<file path="config.mk">
export PLATFORM = sky130hd
export DESIGN_NAME = mac_rx_parser
export DESIGN_NICKNAME = d
export VERILOG_FILES = /design/src/rtl/mac_rx_parser.sv
export SDC_FILE = /design/constraint.sdc
export NUM_CORES = 1
export LEC_CHECK = 0
export ABC_AREA = 1
export BUFFER_PORTS_ARGS = -buffer_cell sky130_fd_sc_hd__buf_4
export CORE_ASPECT_RATIO = 0.7
export CORE_MARGIN = 3
export CORE_UTILIZATION = 25
export CTS_CLUSTER_SIZE = 30
export DETAILED_ROUTE_END_ITERATION = 10
export GPL_TIMING_DRIVEN = 0
export PLACE_DENSITY = 0.44
export RECOVER_POWER = 25
export SYNTH_ARGS = -nofsm -noshare
export SYNTH_HDL_FRONTEND = slang
export SYNTH_SLANG_ARGS = --single-unit
</file>
<file path="constraint.sdc">
create_clock -name in_rxc -period 3.04 [get_ports in_rxc]
set_input_delay 0.456 -clock in_rxc [delete_from_list [all_inputs] [get_ports in_rxc]]
set_output_delay 0.456 -clock in_rxc [all_outputs]
set_load 0.05 [all_outputs]
</file>
<file path="src/rtl/mac_rx_parser.sv">
// GMII receive MAC: preamble/SFD/header parse, destination filter, FCS stripped by a 4-byte delay line.
// Optional CRC-32 FCS check when MAC_RX_FCS_CHECK_EN is defined; all outputs registered, no back-pressure.
module mac_rx_parser #(
    parameter int MIN_FRAME = 64,
    parameter int MAX_FRAME = 1518,
    parameter int CNT_W     = 16
) (
    input  logic             in_rxc,
    input  logic             in_rst_n,
    input  logic             in_rxdv,
    input  logic [7:0]       in_rxd,
    input  logic             in_rxer,
    input  logic [47:0]      in_station_mac,
    input  logic             in_promisc,
    output logic             out_valid,
    output logic [7:0]       out_data,
    output logic             out_sof,
    output logic             out_eof,
    output logic             out_err,
    output logic [47:0]      out_dest_mac,
    output logic [47:0]      out_src_mac,
    output logic [15:0]      out_ether_type,
    output logic [CNT_W-1:0] out_frame_cnt,
    output logic [CNT_W-1:0] out_drop_cnt
);
    typedef enum logic [2:0] {S_IDLE, S_PREAMBLE, S_HEADER, S_PAYLOAD, S_DROP} state_t;

    localparam logic [10:0] MIN_L  = 11'(MIN_FRAME);
    localparam logic [10:0] OVER_L = 11'(MAX_FRAME + 1);

    state_t           state_q, state_d;
    logic [10:0]      cnt_q, cnt_d, cnt_inc;
    logic [47:0]      dest_q, dest_d, src_q, src_d, dest_nxt;
    logic [15:0]      type_q, type_d;
    logic [31:0]      dl_q, dl_d;
    logic [3:0]       dlv_q, dlv_d;
    logic [7:0]       p_q, p_d, data_q, data_d;
    logic             pv_q, pv_d, sof_done_q, sof_done_d, rxer_q, rxer_d;
    logic             vld_q, vld_d, sof_q, sof_d, eof_q, eof_d, err_q, err_d;
    logic [CNT_W-1:0] good_q, good_d, drop_q, drop_d;
    logic             good_inc, drop_inc, accept, fcs_bad, frm_err;

    assign cnt_inc  = (cnt_q == '1) ? cnt_q : cnt_q + 11'd1;
    assign dest_nxt = {dest_q[39:0], in_rxd};
    assign accept   = in_promisc || (dest_nxt == in_station_mac) || (dest_nxt == '1);
    assign frm_err  = rxer_q || in_rxer || (cnt_q < MIN_L) || fcs_bad;

`ifdef MAC_RX_FCS_CHECK_EN
    logic [31:0] crc_q;

    function automatic logic [31:0] crc_byte(input logic [31:0] c, input logic [7:0] b);
        logic [31:0] r;
        r = c ^ {24'h0, b};
        for (int k = 0; k < 8; k++) r = r[0] ? ((r >> 1) ^ 32'hEDB88320) : (r >> 1);
        return r;
    endfunction

    // Runs over dest..FCS; a clean frame leaves the fixed CRC-32 residue.
    always_ff @(posedge in_rxc or negedge in_rst_n) begin
        if (!in_rst_n)
            crc_q <= '1;
        else if (state_q == S_PREAMBLE && in_rxdv && in_rxd == 8'hD5)
            crc_q <= '1;
        else if (in_rxdv && (state_q == S_HEADER || state_q == S_PAYLOAD))
            crc_q <= crc_byte(crc_q, in_rxd);
    end
    assign fcs_bad = (crc_q != 32'hDEBB20E3);
`else
    assign fcs_bad = 1'b0;
`endif

    always_comb begin
        state_d = state_q;  cnt_d = cnt_q;  dest_d = dest_q;  src_d = src_q;  type_d = type_q;
        dl_d = dl_q;  dlv_d = dlv_q;  p_d = p_q;  pv_d = pv_q;
        sof_done_d = sof_done_q;  rxer_d = rxer_q;  data_d = data_q;
        vld_d = 1'b0;  sof_d = 1'b0;  eof_d = 1'b0;  err_d = 1'b0;
        good_inc = 1'b0;  drop_inc = 1'b0;
        case (state_q)
            S_IDLE: begin
                if (in_rxdv) begin
                    if (in_rxd == 8'h55) state_d = S_PREAMBLE;
                    else begin state_d = S_DROP; drop_inc = 1'b1; end
                end
            end
            S_PREAMBLE: begin
                if (!in_rxdv) begin
                    state_d = S_IDLE; drop_inc = 1'b1;
                end else if (in_rxd == 8'hD5) begin
                    state_d = S_HEADER;  cnt_d = '0;  rxer_d = 1'b0;  sof_done_d = 1'b0;
                    dl_d = '0;  dlv_d = '0;  p_d = '0;  pv_d = 1'b0;
                end else if (in_rxd != 8'h55) begin
                    state_d = S_DROP; drop_inc = 1'b1;
                end
            end
            S_HEADER: begin
                if (!in_rxdv) begin
                    state_d = S_IDLE; drop_inc = 1'b1;
                end else begin
                    cnt_d  = cnt_inc;
                    rxer_d = rxer_q | in_rxer;
                    if (cnt_q < 11'd6)       dest_d = dest_nxt;
                    else if (cnt_q < 11'd12) src_d  = {src_q[39:0], in_rxd};
                    else                     type_d = {type_q[7:0], in_rxd};
                    if (cnt_q == 11'd5 && !accept) begin
                        state_d = S_DROP; drop_inc = 1'b1;
                    end else if (cnt_q == 11'd13) begin
                        state_d = S_PAYLOAD;
                    end
                end
            end
            S_PAYLOAD: begin
                if (!in_rxdv) begin
                    state_d = S_IDLE;
                    if (pv_q) begin
                        vld_d = 1'b1;  data_d = p_q;  sof_d = !sof_done_q;  eof_d = 1'b1;  err_d = frm_err;
                        good_inc = !frm_err;  drop_inc = frm_err;
                    end else begin
                        drop_inc = 1'b1;
                    end
                end else begin
                    cnt_d  = cnt_inc;
                    rxer_d = rxer_q | in_rxer;
                    if (cnt_inc == OVER_L) begin
                        state_d = S_DROP;  drop_inc = 1'b1;
                        vld_d = pv_q;  data_d = p_q;  sof_d = pv_q && !sof_done_q;
                        eof_d = pv_q;  err_d = pv_q;
                    end else begin
                        dl_d  = {dl_q[23:0], in_rxd};
                        dlv_d = {dlv_q[2:0], 1'b1};
                        // Byte leaving the delay line is at least 4 bytes from the end, so it is payload.
                        if (dlv_q[3]) begin p_d = dl_q[31:24]; pv_d = 1'b1; end
                        if (pv_q) begin
                            vld_d = 1'b1;  data_d = p_q;  sof_d = !sof_done_q;  sof_done_d = 1'b1;
                        end
                    end
                end
            end
            S_DROP: begin
                if (!in_rxdv) state_d = S_IDLE;
            end
            default: state_d = S_IDLE;
        endcase
        good_d = (good_inc && good_q != '1) ? good_q + 1'b1 : good_q;
        drop_d = (drop_inc && drop_q != '1) ? drop_q + 1'b1 : drop_q;
    end

    always_ff @(posedge in_rxc or negedge in_rst_n) begin
        if (!in_rst_n) begin
            state_q <= S_IDLE;  cnt_q <= '0;  dest_q <= '0;  src_q <= '0;  type_q <= '0;
            dl_q <= '0;  dlv_q <= '0;  p_q <= '0;  pv_q <= 1'b0;  sof_done_q <= 1'b0;  rxer_q <= 1'b0;
            vld_q <= 1'b0;  data_q <= '0;  sof_q <= 1'b0;  eof_q <= 1'b0;  err_q <= 1'b0;
            good_q <= '0;  drop_q <= '0;
        end else begin
            state_q <= state_d;  cnt_q <= cnt_d;  dest_q <= dest_d;  src_q <= src_d;  type_q <= type_d;
            dl_q <= dl_d;  dlv_q <= dlv_d;  p_q <= p_d;  pv_q <= pv_d;  sof_done_q <= sof_done_d;  rxer_q <= rxer_d;
            vld_q <= vld_d;  data_q <= data_d;  sof_q <= sof_d;  eof_q <= eof_d;  err_q <= err_d;
            good_q <= good_d;  drop_q <= drop_d;
        end
    end

    assign out_valid      = vld_q;
    assign out_data       = data_q;
    assign out_sof        = sof_q;
    assign out_eof        = eof_q;
    assign out_err        = err_q;
    assign out_dest_mac   = dest_q;
    assign out_src_mac    = src_q;
    assign out_ether_type = type_q;
    assign out_frame_cnt  = good_q;
    assign out_drop_cnt   = drop_q;
endmodule

</file>
After elaboration in Yosys (flattened, before gate mapping) --
Index checks and enable logic that the tools add are counted.
Word-level totals: bits in read-only memories 0, bits of input ports 61, latch bits 0, flip-flop bits (word level) 217, bits in writable memories 0, output and inout port bits 156, memories kept 0, word-level logic and storage cells 153
Operators by class: bitwise gates (word level) 3, div/mod/pow operators 0, add/subtract/negate cells 3, shift-type cells 0, magnitude comparators 3, equal/unequal tests 27, reduce and logical (&&, ||, !) cells 23, multipliers 0, mux-type cells 76
Operators with widths (number):
- $mux W32 | 4
- $mux W8 | 8
- $pmux W32 S2 | 1
- $eq A48 B48 Y1 | 1
- $eq A48 B48 Y1 const B | 1
- $mux W11 | 4
- $mux W1 | 36
- $mux W3 | 11
- $add A16 B1 Y16 const B | 2
- $ne A16 B16 Y1 const B | 2
- $eq A11 B11 Y1 const B | 2
- $pmux W11 S2 | 1
- $mux W4 | 4
- $ne A2 B2 Y1 const B | 8
- $pmux W8 S2 | 1
- $pmux W3 S5 | 1
- $reduce_and A4 Y1 | 3
- $reduce_and A6 Y1 | 2
- $add A11 B1 Y11 const B | 1
- $eq A11 B3 Y1 const B | 1
- $eq A11 B4 Y1 const B | 1
- $lt A11 B3 Y1 const B | 1
- $lt A11 B4 Y1 const B | 1
- $lt A11 B7 Y1 const B | 1
- other kinds (22) | 37

Longest topological paths before layout --
word-level depth 9, gate-level depth with buffers 17, depth with buffers taken out 16

Worst setup path after synthesis --
Ideal clock, no wire load.
path kind flip-flop to flip-flop, start point register good_q[0], in the netlist out_frame_cnt[0], end point register good_q[10], in the netlist out_frame_cnt[10], arrival 2042 ps, setup slack 851 ps, stages on the path, launching flop included 11, clock period less this slack 2189 ps, required time 2893 ps, cells stage by stage dfrtp_1 > ha_1 > inv_1 > nor2_1 > nand3_1 > nor3b_1 > nand3b_1 > nand2_1 > buf_2 > nor3_1 > xor2_1
Between the ends: word-level cells in the longest chain between the ends 2, elaborated cells on any way between the ends 3, classes of those cells add/sub (1); eq/ne (1); reduce/logical (1)
Ends and longest elaborated chain:
- start, declared | RTL line 40 | logic [CNT_W-1:0] good_q, good_d, drop_q, drop_d;
- start signal, assigned | RTL line 157 | good_q <= good_d; drop_q <= drop_d;
- parallel branches: the longest is 2 deep, another holds $add A16 B1 Y16
Several ways; the timed one is not identified. A chain may end at the register's enable or synchronous reset.

Worst setup path after layout --
start point register state_q[2], end point register dest_q[33], in the netlist out_dest_mac[33]
Between the ends: word-level cells in the longest chain between the ends 2
Ends and longest elaborated chain:
- start, declared | RTL line 31 | state_t state_q, state_d;
- start signal, assigned | RTL line 154 | state_q <= state_d; cnt_q <= cnt_d; dest_q <= dest_d; src_q <= src_d; type_q <= type_d;
- $eq A3 B2 Y1 | RTL line 78 | case (state_q)
- $reduce_and A3 Y1 (no source line)
- end signal, assigned | RTL line 154
- end, declared | RTL line 33 | logic [47:0] dest_q, dest_d, src_q, src_d, dest_nxt;
Every way passes these cells.

==> summary.md <==
| Metric | Value |
|---|---|
| Sequential group share of total power | `42.4%` |
| Achievable clock frequency | `0.3736 GHz` |
| Post-route clock skew | `11.47 ps` |
| Max H-tree Level | `1` |
| Total internal power | `5.254 mW` |
| Residual antenna-violating net count after detailed routing | `0` |
| Total number of placement rows | `61` |
| Share of total power in the clock network | `42.8%` |
| Final Hold Fails | `0` |
| Largest net degree at the start of global routing | `86` |
| WP data required | `3430 ps` |
| Area growth from synthesis to layout | `30.26%` |
| Sink Count | `217` |
| Logic pwr share | `14.8%` |
| Sum of internal, switching and leakage power | `7.354 mW` |
| Number of cells on the worst hold path | `3` |
| Area of the die | `44200 µm²` |
| Net Count, Synth | `1253` |
| Count of different cell masters after synthesis | `41` |
| GRT Total Usage | `14.25%` |
| Number of max-cap violations | `1` |
| Final worst path period need | `2677 ps` |
| Vias in the first global route | `8642` |
| Fillers | `4210` |
| P per Cell Area | `541.8 nW/µm²` |
| Detailed Routing Iterations Pass 1 | `5` |
| Area share of the largest cell type after synthesis | `52.12%` |
| Placer Congestion | `0.8310` |
| Largest area contributor in the netlist | `sky130_fd_sc_hd__dfrtp_1` |
| Most instantiated flip-flop cell in the synthesis netlist | `sky130_fd_sc_hd__dfrtp_1` |
| Synth Cell Area | `10420 µm²` |
| Most area-consuming cells after synthesis | `sky130_fd_sc_hd__dfrtp_1 (52%), sky130_fd_sc_hd__nand2_1 (10%), sky130_fd_sc_hd__inv_1 (6.1%)` |
| First-iteration detailed-routing DRC count | `540` |
| Initial Util | `25.80%` |
| Cell leakage power | `6.773 nW` |
| Worst ir drop on vdd | `0.3168 mV` |
| Mapped Cells | `1188` |
| PostCTS Resize Cnt | `0` |
| Final setup TNS | `0 ps` |
| Wire length of the first global-routing pass | `50670 µm` |
| Insertion delay to the later sink of the worst-skew pair | `530 ps` |
| Antenna violations before repair | `0` |
| Ys Warns | `0` |
| Critical Path Source Type | `register` |
| Outcome | `complete, but fails checks` |
| Class of the worst hold path | `in2reg` |
| Cell Count Post-Placement | `1940` |
| Core area | `40380 µm²` |
| Average size of a mapped cell | `8.770 µm²` |
| Fraction of power spent switching nets | `28.56%` |
| Register-to-Register Path Depth | `9` |
| Clock root buffer | `sky130_fd_sc_hd__clkbuf_16` |
| Largest driver fanout on the critical path | `10` |
| Sequential share of the synthesized area | `52.12%` |
| Routed via count | `8679` |
| Aggregate routed wire length | `31900 µm` |
| Normalized max-slew margin | `-20.09%` |
| Post-synth ARST share | `100.0%` |
| Final count of negative-setup-slack endpoints | `0` |
| Ratio of cells with drive above 1 in the final layout | `23.29%` |
| Boundary pin count | `217` |
| Number of buffers on the longest clock path | `3` |
| Most frequent cells after synthesis | `sky130_fd_sc_hd__nand2_1 (290), sky130_fd_sc_hd__dfrtp_1 (217), sky130_fd_sc_hd__inv_1 (169), sky130_fd_sc_hd__nor2_1 (83), sky130_fd_sc_hd__o21ai_0 (83)` |
| Critical Path End Type | `register` |
| Die span in x | `250 µm` |
| Dpl hpwl | `23680 µm` |
| Count of flip-flops with a built-in enable after synthesis | `0` |
| Clock buffer count from CTS | `25` |
| TritonCTS clock tree | `built` |
| GR Overflow Total | `0` |
| Switching component of the power | `2.100 mW` |
| Pins over their slew limit | `67` |
| Vias per cell | `4.370` |
| IO buf count | `215` |
| Layout Cells excl Fill | `1986` |
| Actual transition at the worst max-transition pin | `1801 ps` |
| Clock transition at the register clock pins on the worst setup and hold paths after CTS | `60 ps` |
| Y dimension of the die | `176.8 µm` |
| Dominant cell by count in the synthesized netlist | `sky130_fd_sc_hd__nand2_1` |
| DRC violation count after routing | `0` |
| CP arrival | `3060 ps` |
| Number of register bits inferred by synthesis | `217` |
| Violated checks | `capacitance limit, slew limit` |
| Total inserted antenna cells | `0` |
| Routed WL per cell | `16.06 µm` |
| Setup repair after global routing missed its margin | `no` |
| Worst setup path category | `reg2reg` |
| Final cell utilization of the core | `33.61%` |
| Tcrit/Tclk final | `88.06%` |
| Final Net Count | `1498` |
-- per-stage QoR --
step / setup slack [ps] / hold slack (ps) / area [µm²]
after floorplan: 851.4 / 160.4 / 10420
after global placement: -370.6 / 418.8 / 12700
after detailed placement: 125.4 / 417.6 / 12760
after CTS: 317.5 / 170.0 / 13630
after global routing: 67.72 / 189.0 / 13570
final: 363.1 / 203.0 / 13570
-- cells by family (layout without fill, tap and decap cells) --
kind of cell | after synthesis | in the layout | share of synthesized area (%)
compound gates | 176 | 176 | 10.94
xor+xnor | 60 | 60 | 5.044
fa+ha+maj | 4 | 4 | 0.4804
buf+inv | 211 | 474 | 8.406
flops | 217 | 217 | 52.12
mux | 18 | 18 | 1.945
simple gates | 502 | 502 | 21.06
-- power by group through the flow --
stage	Sequential [mW]	Clock, mW	Combinational, mW
2_1_floorplan	3.27	0	0.599
5_1_grt	3.14	3.40	1.23
3_3_place_gp	3.17	0	1.09
6_report	3.12	3.15	1.09
4_1_cts	3.12	3.29	1.10
3_5_place_dp	3.17	0	1.10
-- what timing repair did --
item                                   4_1_cts  5_1_grt
endpoints found under the hold margin       66        0
hold buffers                                 1        0
buffers inserted                             0        0
setup endpoints to repair                    0        0
-- critical path, stage by stage, from the launching register on --
cell and delay (ps):
sky130_fd_sc_hd__dfrtp_1 360, sky130_fd_sc_hd__clkbuf_1 190, sky130_fd_sc_hd__nor2_2 310, sky130_fd_sc_hd__nand2_1 130
sky130_fd_sc_hd__nor2_2 310, sky130_fd_sc_hd__nand4_1 350, sky130_fd_sc_hd__buf_2 310, sky130_fd_sc_hd__clkbuf_1 300
sky130_fd_sc_hd__nor2_1 220, sky130_fd_sc_hd__a21oi_1 60
-- layout by cell type, fill, tap and decap left out, drive strengths merged, types with 3 or more instances in the layout --
master / n
dfrtp: 217
buf: 226
nor2: 89
clkbuf: 68
ha: 4
mux2: 18
nor3: 25
o21ai: 100
a21oi: 32
xnor2: 41
clkinv: 6
o22ai: 40
or2: 3
nor4: 4
nand4: 29
nand2: 295
inv: 171
nand3: 52
xor2: 19
-- final timing paths --
path / startpoint / slack, ps / to
worst max-delay path: state_q[2] / 360 / out_dest_mac[33]
worst min-delay path: in_rxer / 200 / rxer_q
worst max register to register: state_q[2] / 360 / out_dest_mac[33]
worst min register to register: sof_done_q / 420 / out_sof
max in group asynchronous: in_rst_n / 490 / out_data[3]
min in group asynchronous: in_rst_n / 960 / out_src_mac[44]
-- cell type report --
class                           instances  area (µm²)  area share, %
Sequential cell                       217        5430          40.01
Multi-Input combinational cell        760        4110          30.28
Timing Repair Buffer                  218        1628          11.99
Clock buffer                           37       760.7          5.605
Tap cell                              535       669.4          4.932
Inverter                              171       641.9          4.729
Buffer                                 40       234.0          1.724
Clock inverter                          8       97.59         0.7191
-- state kept, by name (all words and copies together), names as in the netlist --
register and count:
out_valid 1, out_eof 1, out_dest_mac 48, out_drop_cnt 16
out_ether_type 16, pv_q 1, out_sof 1, state_q 3
out_src_mac 48, out_err 1, p_q 8, out_data 8
out_frame_cnt 16, dl_q 32, cnt_q 11, dlv_q 4
sof_done_q 1, rxer_q 1
-- per-layer routing --
metal	share of wire (%)	wire length [µm]	up-vias	GRT usage, %
li1	-	-	4306	-
met3	4.0	1266	42	2.306
met4	2.5	783	0	3.482
met2	43	13840	151	21.53
met1	50	16000	4180	21.24
met5	0	0	-	0
Note: power is estimated with default switching activity, not from simulation.
